<file path="src/rtl/seq_det_pkg.sv">
// Shared constants and elaboration-time helpers for the serial pattern detectors.
package seq_det_pkg;

    localparam int PAT_LEN_MAX = 16;
    localparam int PAT_IDX_W   = $clog2(PAT_LEN_MAX);

    // Bit i of the pattern in arrival order (i = 0 is the first bit received).
    function automatic logic pat_bit(input logic [PAT_LEN_MAX-1:0] pattern,
                                     input int len, input int i);
        return pattern[PAT_IDX_W'(len - 1 - i)];
    endfunction

    // Longest proper prefix of the pattern that is also a suffix of it.
    function automatic int border_len(input logic [PAT_LEN_MAX-1:0] pattern, input int len);
        int   res;
        logic ok;
        res = 0;
        for (int k = 1; k < len; k++) begin
            ok = 1'b1;
            for (int i = 0; i < k; i++) begin
                if (pat_bit(pattern, len, i) != pat_bit(pattern, len, len - k + i)) ok = 1'b0;
            end
            if (ok) res = k;
        end
        return res;
    endfunction

    // Matched-prefix length after appending b to a matched prefix of length s.
    // Returns len when the full pattern has just been completed.
    function automatic int next_state(input logic [PAT_LEN_MAX-1:0] pattern, input int len,
                                      input int s, input logic b);
        int   res;
        logic ok;
        logic c;
        res = 0;
        for (int k = 1; k <= len; k++) begin
            if (k <= s + 1) begin
                ok = 1'b1;
                for (int i = 0; i < k; i++) begin
                    // Received sequence is the s-bit prefix followed by b
                    c = (s + 1 - k + i < s) ? pat_bit(pattern, len, s + 1 - k + i) : b;
                    if (c != pat_bit(pattern, len, i)) ok = 1'b0;
                end
                if (ok) res = k;
            end
        end
        return res;
    endfunction

endpackage

</file>
<file path="src/rtl/seq_det_ns_table.sv">
// Combinational (state, bit) -> (next state, hit) lookup built at elaboration time.
module seq_det_ns_table
    import seq_det_pkg::*;
#(
    parameter int unsigned              PAT_LEN = 4,
    parameter logic [PAT_LEN-1:0]       PATTERN = 4'b0110,
    parameter int unsigned              OVERLAP = 0,
    localparam int                      SW      = $clog2(PAT_LEN)
) (
    input  logic [SW-1:0] state_i,
    input  logic          bit_i,
    output logic [SW-1:0] state_o,
    output logic          hit_o
);

    localparam logic [PAT_LEN_MAX-1:0] PAT_EXT = PAT_LEN_MAX'(PATTERN);
    localparam int                     BORDER  = border_len(PAT_EXT, PAT_LEN);
    localparam int                     ENTRIES = 2 ** (SW + 1);

    logic [SW-1:0] tbl_ns  [ENTRIES];
    logic          tbl_hit [ENTRIES];

    // One entry per {state, bit}; unreachable states map to 0 with no hit.
    for (genvar idx = 0; idx < ENTRIES; idx++) begin : g_tbl
        localparam int   S   = idx / 2;
        localparam logic B   = 1'(idx % 2);
        localparam int   NS  = (S < int'(PAT_LEN)) ? next_state(PAT_EXT, PAT_LEN, S, B) : 0;
        localparam bit   HIT = (NS == int'(PAT_LEN));
        localparam int   SN  = HIT ? ((OVERLAP != 0) ? BORDER : 0) : NS;
        assign tbl_ns[idx]  = SW'(SN);
        assign tbl_hit[idx] = HIT;
    end

    assign state_o = tbl_ns[{state_i, bit_i}];
    assign hit_o   = tbl_hit[{state_i, bit_i}];

endmodule

</file>
<file path="src/rtl/seq_detect_param.sv">
// Parametrised serial pattern detector with registered match pulse and saturating counter.
module seq_detect_param
    import seq_det_pkg::*;
#(
    parameter int unsigned        PAT_LEN = 4,
    parameter logic [PAT_LEN-1:0] PATTERN = 4'b0110,
    parameter int unsigned        OVERLAP = 0,
    parameter int unsigned        CNT_W   = 8
) (
    input  logic             clk,
    input  logic             rst,
    input  logic             in_valid,
    input  logic             in,
    input  logic             cnt_clr,
    output logic             out,
    output logic [CNT_W-1:0] match_cnt
);

    localparam int               SW      = $clog2(PAT_LEN);
    localparam logic [CNT_W-1:0] CNT_MAX = '1;

    if (PAT_LEN < 2 || PAT_LEN > PAT_LEN_MAX) begin : g_bad_len
        $error("seq_detect_param: PAT_LEN must be within 2..16");
    end

    logic [SW-1:0]    state_q, state_d, state_tbl;
    logic             hit;
    logic             out_q, out_d;
    logic [CNT_W-1:0] cnt_q, cnt_d;

    seq_det_ns_table #(
        .PAT_LEN (PAT_LEN),
        .PATTERN (PATTERN),
        .OVERLAP (OVERLAP)
    ) u_ns_table (
        .state_i (state_q),
        .bit_i   (in),
        .state_o (state_tbl),
        .hit_o   (hit)
    );

    // Advance only on qualified bits; clear overrides a simultaneous match for the counter.
    always_comb begin
        state_d = state_q;
        out_d   = 1'b0;
        cnt_d   = cnt_q;
        if (in_valid) begin
            state_d = state_tbl;
            out_d   = hit;
            if (hit && cnt_q != CNT_MAX) cnt_d = cnt_q + 1'b1;
        end
        if (cnt_clr) cnt_d = '0;
    end

    // State, pulse and counter registers with synchronous reset.
    always_ff @(posedge clk) begin
        if (rst) begin
            state_q <= '0;
            out_q   <= 1'b0;
            cnt_q   <= '0;
        end else begin
            state_q <= state_d;
            out_q   <= out_d;
            cnt_q   <= cnt_d;
        end
    end

    assign out       = out_q;
    assign match_cnt = cnt_q;

endmodule
</file>
<file path="config.mk">
export PLATFORM = sky130hd
export DESIGN_NAME = seq_detect_param
export DESIGN_NICKNAME = d
export VERILOG_FILES = /design/src/rtl/seq_det_pkg.sv /design/src/rtl/seq_det_ns_table.sv /design/src/rtl/seq_detect_param.sv
export SDC_FILE = /design/constraint.sdc
export NUM_CORES = 1
export LEC_CHECK = 0
export BUFFER_PORTS_ARGS = -buffer_cell sky130_fd_sc_hd__buf_2
export CORE_ASPECT_RATIO = 1.2
export CORE_MARGIN = 8
export CORE_UTILIZATION = 38
export CTS_BUF_LIST = sky130_fd_sc_hd__clkbuf_4 sky130_fd_sc_hd__clkbuf_8 sky130_fd_sc_hd__clkbuf_16
export DETAILED_ROUTE_END_ITERATION = 8
export SYNTH_ARGS = -nofsm -noshare
export SYNTH_HDL_FRONTEND = slang
export SYNTH_SLANG_ARGS = --single-unit
</file>
<file path="constraint.sdc">
create_clock -name clk -period 1.75 [get_ports clk]
set_clock_uncertainty 0.05 [all_clocks]
set_input_delay 0.175 -clock clk [delete_from_list [all_inputs] [get_ports clk]]
set_output_delay 0.175 -clock clk [all_outputs]
set_load 0.005 [all_outputs]
</file>
======== Word-level counts from Yosys, hierarchy flattened ========
Memories as Yosys holds them, arrays and structs flattened. A register that Yosys moved wholly into a read port is not among the register bits.
Index checks and enable logic that the tools add are counted.
storage, ports and cells
  memories kept ........................... 2
  word-level logic and storage cells ...... 15
  register bits ........................... 9
  input port bits ......................... 5
  ROM bits ................................ 24
operators by class
  equality and inequality tests ........... 1
  bitwise gates (word level) .............. 2
  add/sub/neg operators ................... 1
  multiplexer cells ....................... 2
  reductions and logical operators ........ 4
  $lt $le $gt $ge ......................... 1
memories
  memory            words  bits a word  rd ports  clocked after memory_dff  wr ports  line                    RTL
  (name not given)  8      2            1         1                         0         seq_det_ns_table.sv:34  assign state_o = tbl_ns[{state_i, bit_i}];
  (name not given)  8      1            1         0                         0         seq_det_ns_table.sv:35  assign hit_o = tbl_hit[{state_i, bit_i}];
operators by type and width
  cell                                                      count
  adder 8 x 1 -> 8 bit, second input constant               1
  != test 8 bit, second input constant                      1
  greater-or-equal comparator 4 bit, second input constant  1
  NOT 3 -> 4 bit                                            1
  OR reduction 2 bit                                        2
  2-to-1 mux 1 bit                                          2
  AND reduction 2 bit                                       1
  logical AND 1 bit                                         1
  NOT 1 bit                                                 1

======== Logic depth before layout (Yosys ltp) ========
Gate-level depths: netlist of run 1.
  depth in word-level cells ............... 6
  mapped depth ............................ 4

======== By module ========
From an unflattened synthesis of run 1, not the netlist that was laid out.
second synthesis, totals
  cells, all modules ...................... 59
  area, all modules ....................... 545.5 sq um
modules (own cells, without submodules)
  module            cells an instance  instances  area an instance (sq um)
  seq_detect_param  54                 1          513.0
  seq_det_ns_table  5                  1          32.5

======== Worst setup path after synthesis of run 1 ========
OpenSTA, ideal clock, no wires.
  path type ............................... flip-flop to flip-flop
  from .................................... reg cnt_q[0] (netlist: match_cnt[0])
  to ...................................... reg cnt_q[3] (netlist: match_cnt[3])
  path slack .............................. 311 ps
  stages on the path, launching flop included .. 5
  buffers on the path ..................... 0
  arrival time ............................ 1286 ps
  path through ............................ dfxtp_1 ha_1 and4_1 a211oi_1 a2111oi_2
between the ends
  word-level cells in the longest chain between the ends .. 3
ends and longest elaborated chain
  item                                                                          line                    RTL
  start, declared                                                               seq_detect_param.sv:29  logic [CNT_W-1:0] cnt_q, cnt_d;
  start signal, assigned                                                        seq_detect_param.sv:64  cnt_q <= cnt_d;
  parallel branches: the longest is 3 deep, another holds adder 8 x 1 -> 8 bit  -
Several ways; the timed one is not identified.
A chain may end at the register's enable or synchronous reset.

======== Worst setup path in the final report of run 1 ========
Same ends and word-level chain as after synthesis.

==> metrics.txt, run 1 <==
status complete, no violations; Synth area leaders dfxtp_1 (37%), mux2i_1 (8.5%), a2111oi_2 (5.1%), buf_6 (3.8%), nand2_1 (3.8%); Port Buf Inserts 13; Design Area, Final around 690 um2; compound-gate portion of the synthesized area 20.51%; setup_tns 0 ns; starting density of the core 40.95%; clk_lat worst skew 0.27 ns; synth unique cells 28; Via-to-Cell Ratio 5.681; CP Launch Type flip-flop; type of the worst setup path reg2reg; Worst IR Drop VDD 0.0004182 V; unrepaired setup endpoints after global routing false; P_leak between 0.2 and 0.3 nW; post-CTS setup buffers 0; clock buffer count from CTS 3; Max-Cap Viols 0; Vias ~530; share of the synthesized area in the top cell type 37.21%; Clock Sinks 11; Synth Register Bits 11; crit path DAT about 1.7 ns; DR WL/cell 14.07 um; num ports 14; clock period minus worst slack between 1.5 and 2 ns; vias in the first global route 506; pin count of the biggest net entering global routing 10; 1st-pass router iterations 4; final setup fails 0; share of cells above drive strength 1 28.57%; # hold bufs at CTS 0; placer's final routability congestion estimate 0.7985; # rows 15; htree depth 1; WHS 0.1154 ns; count leader, synth dfxtp_1; DRC errors left 0; FF+latch area 220.2 um2; worst-path fanout max 7; Worst Tran Pin Value 0.3525 ns; cells after synthesis between 60 and 70; Multi-input gate area 345.3 um2; gr usage total around a tenth; Chip Width 52.03 um; Hold Crit Class in2reg; cell area after synthesis approximately 600 um2; Longest Clk Path Bufs 2; Worst setup startpoint match_cnt[0]; syn_nets 68; XOR/XNOR Fraction of Synth Area 0%; multiplexer share of the synthesized area roughly 8.5%; PwrDens slightly below 700 nW/um2; final net count 84; Routed Antenna Nets 0; grt total ovfl 0; Core ar. 1445 um2; f_max 0.6388 GHz; Final Cycle Share 89.45%; Worst Slack Setup Final around 0.18 ns; initial antenna violation count 0; ys async rst share 0%; CP required 1.87 ns; first-pass GRT wire length approximately 2200 um; DPL Wire Length 981 um; Clock Pin Slew Worst Setup and Hold Paths about 0.07 ns; post-synthesis sequential area ratio between 30% and 40%; die area 3081 um2; area grow syn2layout 15.86%; simple-gate area share of the yosys netlist 27.27%; Synthesis Warnings 0; leading area contributor after synthesis dfxtp_1; Post-synth EDFFs 0; largest family of logic cells by synthesized area simple AND/OR/NAND/NOR gates; Rel. slew slack 76.41%; Slew Viols, Final 0; Most used DFF post-synth dfxtp_1; hold_sp cnt_clr; Root Buffer clkbuf_4; Vert. Die Dim 59.23 um; fill cell total of the finished layout approximately 130; CTS resizes 0; Fin. Hold Viols 0; area post-placement 655.6 um2; Post-synth top cells dfxtp_1 (11), nand2_1 (6), mux2i_1 (5), nor2_1 (5), a21oi_1 (4); 1st-iter DRT viols 7; n_diodes 0; Critical Path End Type flip-flop; area share of fa/ha/maj cells after synthesis 2.114%; synthesized area per cell between 9 and 10 um2; RR Startpoint match_cnt[0]; CTS tree yes; Setup WS pre-CTS 0.2126 ns; WL final 1323 um
==> sequential cells by signal, indices dropped and copies added, names as in the netlist <==
signal / flops
out: 1
state_q: 2
match_cnt: 8
==> routing by layer <==
metal	up-vias	track usage (%)	wire [um]	share of wire [%]
met5	-	0	0	0
met4	0	6.844	44	3.3
met3	5	3.015	66	5.0
met2	11	14.78	570	43
met1	245	10.11	641	48
li1	273	-	-	-
==> path summary, 6_finish.rpt <==
check / endpoint / slack [ns] / cells after the start
max: match_cnt[3] / 0.18 / 4
min reg2reg: match_cnt[1] / 0.46 / 2
min: match_cnt[7] / 0.12 / 2
max reg2reg: match_cnt[3] / 0.18 / 4
==> cells in the final DEF (no fill, tap or decap) <==
cell	netlist	routed
a2111oi_2	2	2
a211oi_1	1	1
a21oi_1	4	4
a41oi_1	2	2
a41oi_2	1	1
and2b_1	1	1
and3_1	1	1
and3_2	2	2
and3b_1	1	1
and4_1	1	1
and4b_1	1	1
buf_2	0	13
clkbuf_4	0	4
dfxtp_1	11	11
ha_1	1	1
inv_1	1	1
mux2i_1	5	5
nand2_1	6	6
nand2b_1	1	1
nand3_1	2	2
nand4b_1	2	2
nor2_1	5	5
nor3_1	1	1
nor4_1	2	2
o2111ai_1	1	1
o211ai_1	1	1
o21ai_0	1	1
o41ai_1	1	1
or3_1	2	2
==> report_power, final <==
part           total (mW)  leakage [nW]  internal, mW  switching (mW)
sequential          0.255        0.0888         0.252         0.00271
combinational      0.0238         0.169        0.0100          0.0137
clock               0.190        0.0184         0.104          0.0862
total               0.469         0.276         0.366           0.103
==> worst max-delay path: stages (launching register included) <==
cell	delay [ns]
dfxtp_1	0.41
ha_1	0.30
and4_1	0.26
a211oi_1	0.09
a2111oi_2	0.35
==> final cells by class <==
cell class                 count  share of cell area (%)
clock buffer                   4                   4.380
inverter                       1                  0.5474
multi-input combinational     48                   50.36
sequential                    11                   32.12
tap                           17                   3.102
timing repair buffer          13                   9.489
==> kinds of logic (layout without fill, tap and decap cells) <==
logic type | after synthesis | count (layout)
AO/OA/AOI/OAI | 14 | 14
buffers and inverters | 3 | 18
adder cells (fa/ha/maj) | 1 | 1
multiplexers | 5 | 5
flip-flops | 11 | 11
AND/OR/NAND/NOR | 28 | 28
==> through the flow <==
step	util [%]	power, mW	instances
finish	47.45	0.4688	94
global route	47.45	0.4898	94
CTS	47.45	0.4756	94
detailed placement	45.37	0.2843	90
global placement	45.37	0.2839	90
floorplan	-	0.2753	62
Note: power is estimated with default switching activity, not from simulation.
==> run 2, diff against run 1 <==
--- a/config.mk
+++ b/config.mk
@@ -7,3 +7,3 @@
 export LEC_CHECK = 0
-export BUFFER_PORTS_ARGS = -buffer_cell sky130_fd_sc_hd__buf_2
+export BUFFER_PORTS_ARGS = -buffer_cell sky130_fd_sc_hd__buf_4
 export CORE_ASPECT_RATIO = 1.2
--- a/constraint.sdc
+++ b/constraint.sdc
@@ -4,2 +4,2 @@
 set_output_delay 0.175 -clock clk [all_outputs]
-set_load 0.005 [all_outputs]
+set_load 0.02 [all_outputs]
==> run 2 against run 1 <==
  * Register-to-register slack better by 0.02 ns
  * Non-clock buffer count unchanged
  * Utilization increased by 2.3 points
  * First-iteration DRC count grew 100%
  * Routed wire length barely moved
  * Largest cell class unchanged
  * Highest routed layer unchanged
  * Sequential share of layout area decreased by 1.5 points
  * Critical path type unchanged
  * Global-route usage up 0.14 points
  * Sequential power hardly changed
  * Clock-buffer cell count is the same
  * Final cell count unchanged
==> metrics.txt, run 2 (same netlist as run 1, synthesis figures left out) <==
status complete, no violations; hold path cells 2; Hold Crit Class in2reg; area grow syn2layout 21.35%; Reg power frac 53.7%; Slew Viols, Final 0; fill cell total of the finished layout 143; share of cells above drive strength 1 28.57%; htree depth 1; Routed Antenna Nets 0; CP Launch Type flip-flop; clk_lat worst skew 0.27 ns; Port Buf Inserts 13; final net count 84; commonest non-fill, non-tap cell in the layout buf_4; Clock Pin Slew Worst Setup and Hold Paths about 0.070 ns; Worst Tran Pin Value 0.3646 ns; most frequent cells in the layout buf_4 (13), dfxtp_1 (11), nand2_1 (6); Power Internal about 0.37 mW; PwrDens 660.6 nW/um2; Via-to-Cell Ratio 5.819; 1st-pass router iterations 4; CTS resizes 0; DPL Wire Length roughly 1000 um; Final Cycle Share 88.51%; 1st-iter DRT viols 14; Rel. slew slack 75.60%; CP delay by family, top compound AO/OA/AOI/OAI gates; R2R cell count 4; Comb power frac 5.5%; post-CTS setup buffers 0; P_leak 0.2784 nW; crit path DAT 1.68 ns; starting density of the core 40.95%; initial antenna violation count 0; # rows 15; clock buffer count from CTS 3; WL final 1324 um; Max-Cap Viols 0; Fin. Hold Viols 0; unrepaired setup endpoints after global routing false; CP required 1.88 ns; worst stage delay on the critical path roughly 0.4 ns; grt total ovfl 0; first-pass GRT wire length 2270 um; max reg flops 8; pin count of the biggest net entering global routing 10; Chip Width around 52 um; Vias 547; critical path depth 4; switching power roughly 0.11 mW; Critical Path End Type flip-flop; Worst IR Drop VDD slightly below 0.0004 V; Core ar. 1445 um2; Crit path buffers/inverters 0; final setup fails 0; n_diodes 0; placer's final routability congestion estimate approximately 0.80; DRC errors left 0; Setup WS pre-CTS about 0.22 ns; sequence of cells on the critical path ha_1 -> and4_1 -> a211oi_1 -> a2111oi_2; power share of the clock group 40.8%; vias in the first global route 531; type of the worst setup path reg2reg; clock period minus worst slack 1.549 ns; Switching Fraction between 20% and 30%; setup_tns 0 ns; die area 3081 um2; worst-path fanout max 7; Clock Sinks 11; Root Buffer clkbuf_4; CP max-delay cell dfxtp_1; f_max 0.6456 GHz; Worst Slack Setup Final 0.2011 ns; Vert. Die Dim 59.23 um; # hold bufs at CTS 0; DR WL/cell 14.09 um; Core Util, Final between 40% and 50%; CTS tree yes; gr usage total 9.519%; num ports 14; Longest Clk Path Bufs 2
[run 2: power groups by stage]
stage | Combinational (mW) | Clock (mW) | Sequential [mW]
after floorplan | 0.0153 | 0 | 0.260
after detailed placement | 0.0264 | 0 | 0.261
after global routing | 0.0295 | 0.205 | 0.255
after global placement | 0.0261 | 0 | 0.261
final | 0.0262 | 0.193 | 0.255
after CTS | 0.0265 | 0.200 | 0.255
[run 2: cell type report]
| type | count | area (um2) | share of cell area (%) |
|---|---|---|---|
| Multi-Input combinational cell | 48 | 345.3 | 48.08 |
| Timing Repair Buffer | 13 | 97.59 | 13.59 |
| Clock buffer | 4 | 30.03 | 4.181 |
| Inverter | 1 | 3.754 | 0.5226 |
| Tap cell | 17 | 21.27 | 2.962 |
| Sequential cell | 11 | 220.2 | 30.66 |
[run 2: worst register-to-register path, stage by stage (launching register included)]
cell	delay, ns
dfxtp_1	0.40
ha_1	0.30
and4_1	0.27
a211oi_1	0.09
a2111oi_2	0.34
[run 2: worst paths after layout]
check                                  start  slack [ns]      endpoint
worst min-delay path                 cnt_clr        0.06  match_cnt[3]
worst max register to register  match_cnt[0]        0.20  match_cnt[3]
worst min register to register  match_cnt[1]        0.46  match_cnt[1]
worst max-delay path            match_cnt[0]        0.20  match_cnt[3]
[run 2: layer usage]
layer / GRT usage [%] / up-vias / wire [um]
met5: 0 / - / 0
li1: - / 275 / -
met3: 3.015 / 4 / 76
met2: 14.26 / 16 / 616
met4: 6.844 / 0 / 29
met1: 10.94 / 252 / 601
[run 2: through the flow]
stage | instances | cell area (um2) | total power [mW] | hold WS, ns
detailed placement | 90 | 688.2 | 0.2869 | 0.3432
CTS | 94 | 718.2 | 0.4807 | 0.04826
global route | 94 | 718.2 | 0.4903 | 0.05527
finish | 94 | 718.2 | 0.4744 | 0.05632
floorplan | 62 | 591.8 | 0.2754 | 0.1939
global placement | 90 | 688.2 | 0.2867 | 0.3469
==> run 3, diff against run 2 <==
CORE_MARGIN = 2   (was 8)
clock period = 1.6 ns   (was 1.75 ns; I/O delays follow)
==> run 3 against run 2 <==
  * Combinational power up 13%
  * Critical path depth unchanged
  * Hold slack worse by 0.015 ns
  * Clock-buffer cell count unchanged
  * Global-route usage up 7.7 points
  * Sequential power up 9.4%
  * Sequential share of layout area down 0.93 points
  * Fmax up 7.7%
  * Largest cell class unchanged
  * Largest power group unchanged
==> metrics.txt, run 3 (same netlist as run 1, synthesis figures left out) <==
status complete, no violations; max reg flops 8; crit path DAT between 1.5 and 2 ns; WHS around 0.041 ns; r2r endpoint match_cnt[3]; num ports 14; Port Buf Inserts 13; htree depth 1; 1st-iter DRT viols 9; CTS tree yes; Core ar. 1445 um2; PwrDens between 600 and 700 nW/um2; initial antenna violation count 0; area grow syn2layout 25.16%; commonest non-fill, non-tap cell in the layout buf_4; die area 1890 um2; final net count 87; share of cells above drive strength 1 between 30 and 40%; f_max about 0.70 GHz; most frequent cells in the layout buf_4 (16), dfxtp_1 (11), nand2_1 (6); Longest Clk Path Bufs 2; Critical Path End Type flip-flop; DR WL/cell 13.40 um; vias in the first global route 478; r2r setup slk 0.16 ns; setup_tns 0 ns; starting density of the core 40.95%; Worst IR Drop VDD 0.0004475 V; gr usage total 17.22%; Worst Tran Pin Value about 0.47 ns; Rel. slew slack 68.49%; Root Buffer clkbuf_4; post-CTS setup buffers 0; RR Startpoint match_cnt[0]; clock buffer count from CTS 3; worst-path fanout max 6; Max-Cap Viols 0; n_diodes 0; CTS resizes 0; Worst Slack Setup Final 0.1618 ns; placer's final routability congestion estimate between 0.7 and 0.8; CP required approximately 1.7 ns; first-pass GRT wire length 2118 um; 1st-pass router iterations 4; Setup WS pre-CTS about 0.18 ns; Via-to-Cell Ratio 5.907; final setup fails 0; pin count of the biggest net entering global routing 10; # hold bufs at CTS 0; CP Launch Type flip-flop; unrepaired setup endpoints after global routing false; Hold Crit Class in2reg; DRC errors left 0; # rows 15; Final Cycle Share between 80% and 90%; R2R cell count 4; CP Capture Point match_cnt[3]; Vias 573; Fin. Hold Viols 0; Slew Viols, Final 0; WL final 1300 um; Routed Antenna Nets 0; Worst setup startpoint match_cnt[0]; type of the worst setup path reg2reg; clk_lat worst skew ~0.27 ns; grt total ovfl 0; clock period minus worst slack around 1.4 ns; Chip Width 40.03 um; Vert. Die Dim 47.23 um; P_leak 0.2948 nW; Clock Pin Slew Worst Setup and Hold Paths 0.07 ns; Clock Sinks 11
## run 3: per-layer routing
metal	routed length, um	GRT usage [%]
met4	55	14.48
met3	56	2.844
met2	571	23.55
met5	0	0
met1	616	23.05
## run 3: critical path: stages (launching register included)
cell	delay, ns
dfxtp_1	0.41
ha_1	0.19
and4_1	0.24
a211oi_1	0.10
a2111oi_2	0.35
## run 3: cell type report
type	count	area, um2
clock buffers	4	30.03
fillers	128	704.4
inverters	1	3.754
multi-input cells	48	345.3
flip-flops and latches	11	220.2
well taps	17	21.27
repair buffers	16	120.1
## run 3: how the worst min path moves through the flow
stage | slack [ns] | end | start | cells past startpoint
4_1_cts | 0.04 | match_cnt[7] | cnt_clr | 2
3_3_place_gp | 0.33 | match_cnt[3] | cnt_clr | 2
3_5_place_dp | 0.33 | match_cnt[7] | cnt_clr | 2
6_report | 0.04 | match_cnt[7] | cnt_clr | 2
5_1_grt | 0.05 | match_cnt[7] | cnt_clr | 2
2_1_floorplan | 0.18 | match_cnt[3] | cnt_clr | 1
## run 3: where the power goes
part	switching (mW)	leakage, nW	internal [mW]
Clock	0.0943	0.0184	0.114
Combinational	0.0155	0.188	0.0140
Sequential	0.00326	0.0888	0.276
Total	0.113	0.295	0.403
## run 3: per-stage QoR
step | power [mW] | area, um2 | instances | utilization, %
final | 0.5166 | 740.7 | 97 | 51.26
after global routing | 0.5382 | 740.7 | 97 | 51.26
after global placement | 0.3142 | 710.7 | 93 | 49.18
after floorplan | 0.3012 | 591.8 | 62 | -
after detailed placement | 0.3139 | 710.7 | 93 | 49.18
after CTS | 0.5189 | 740.7 | 97 | 51.26
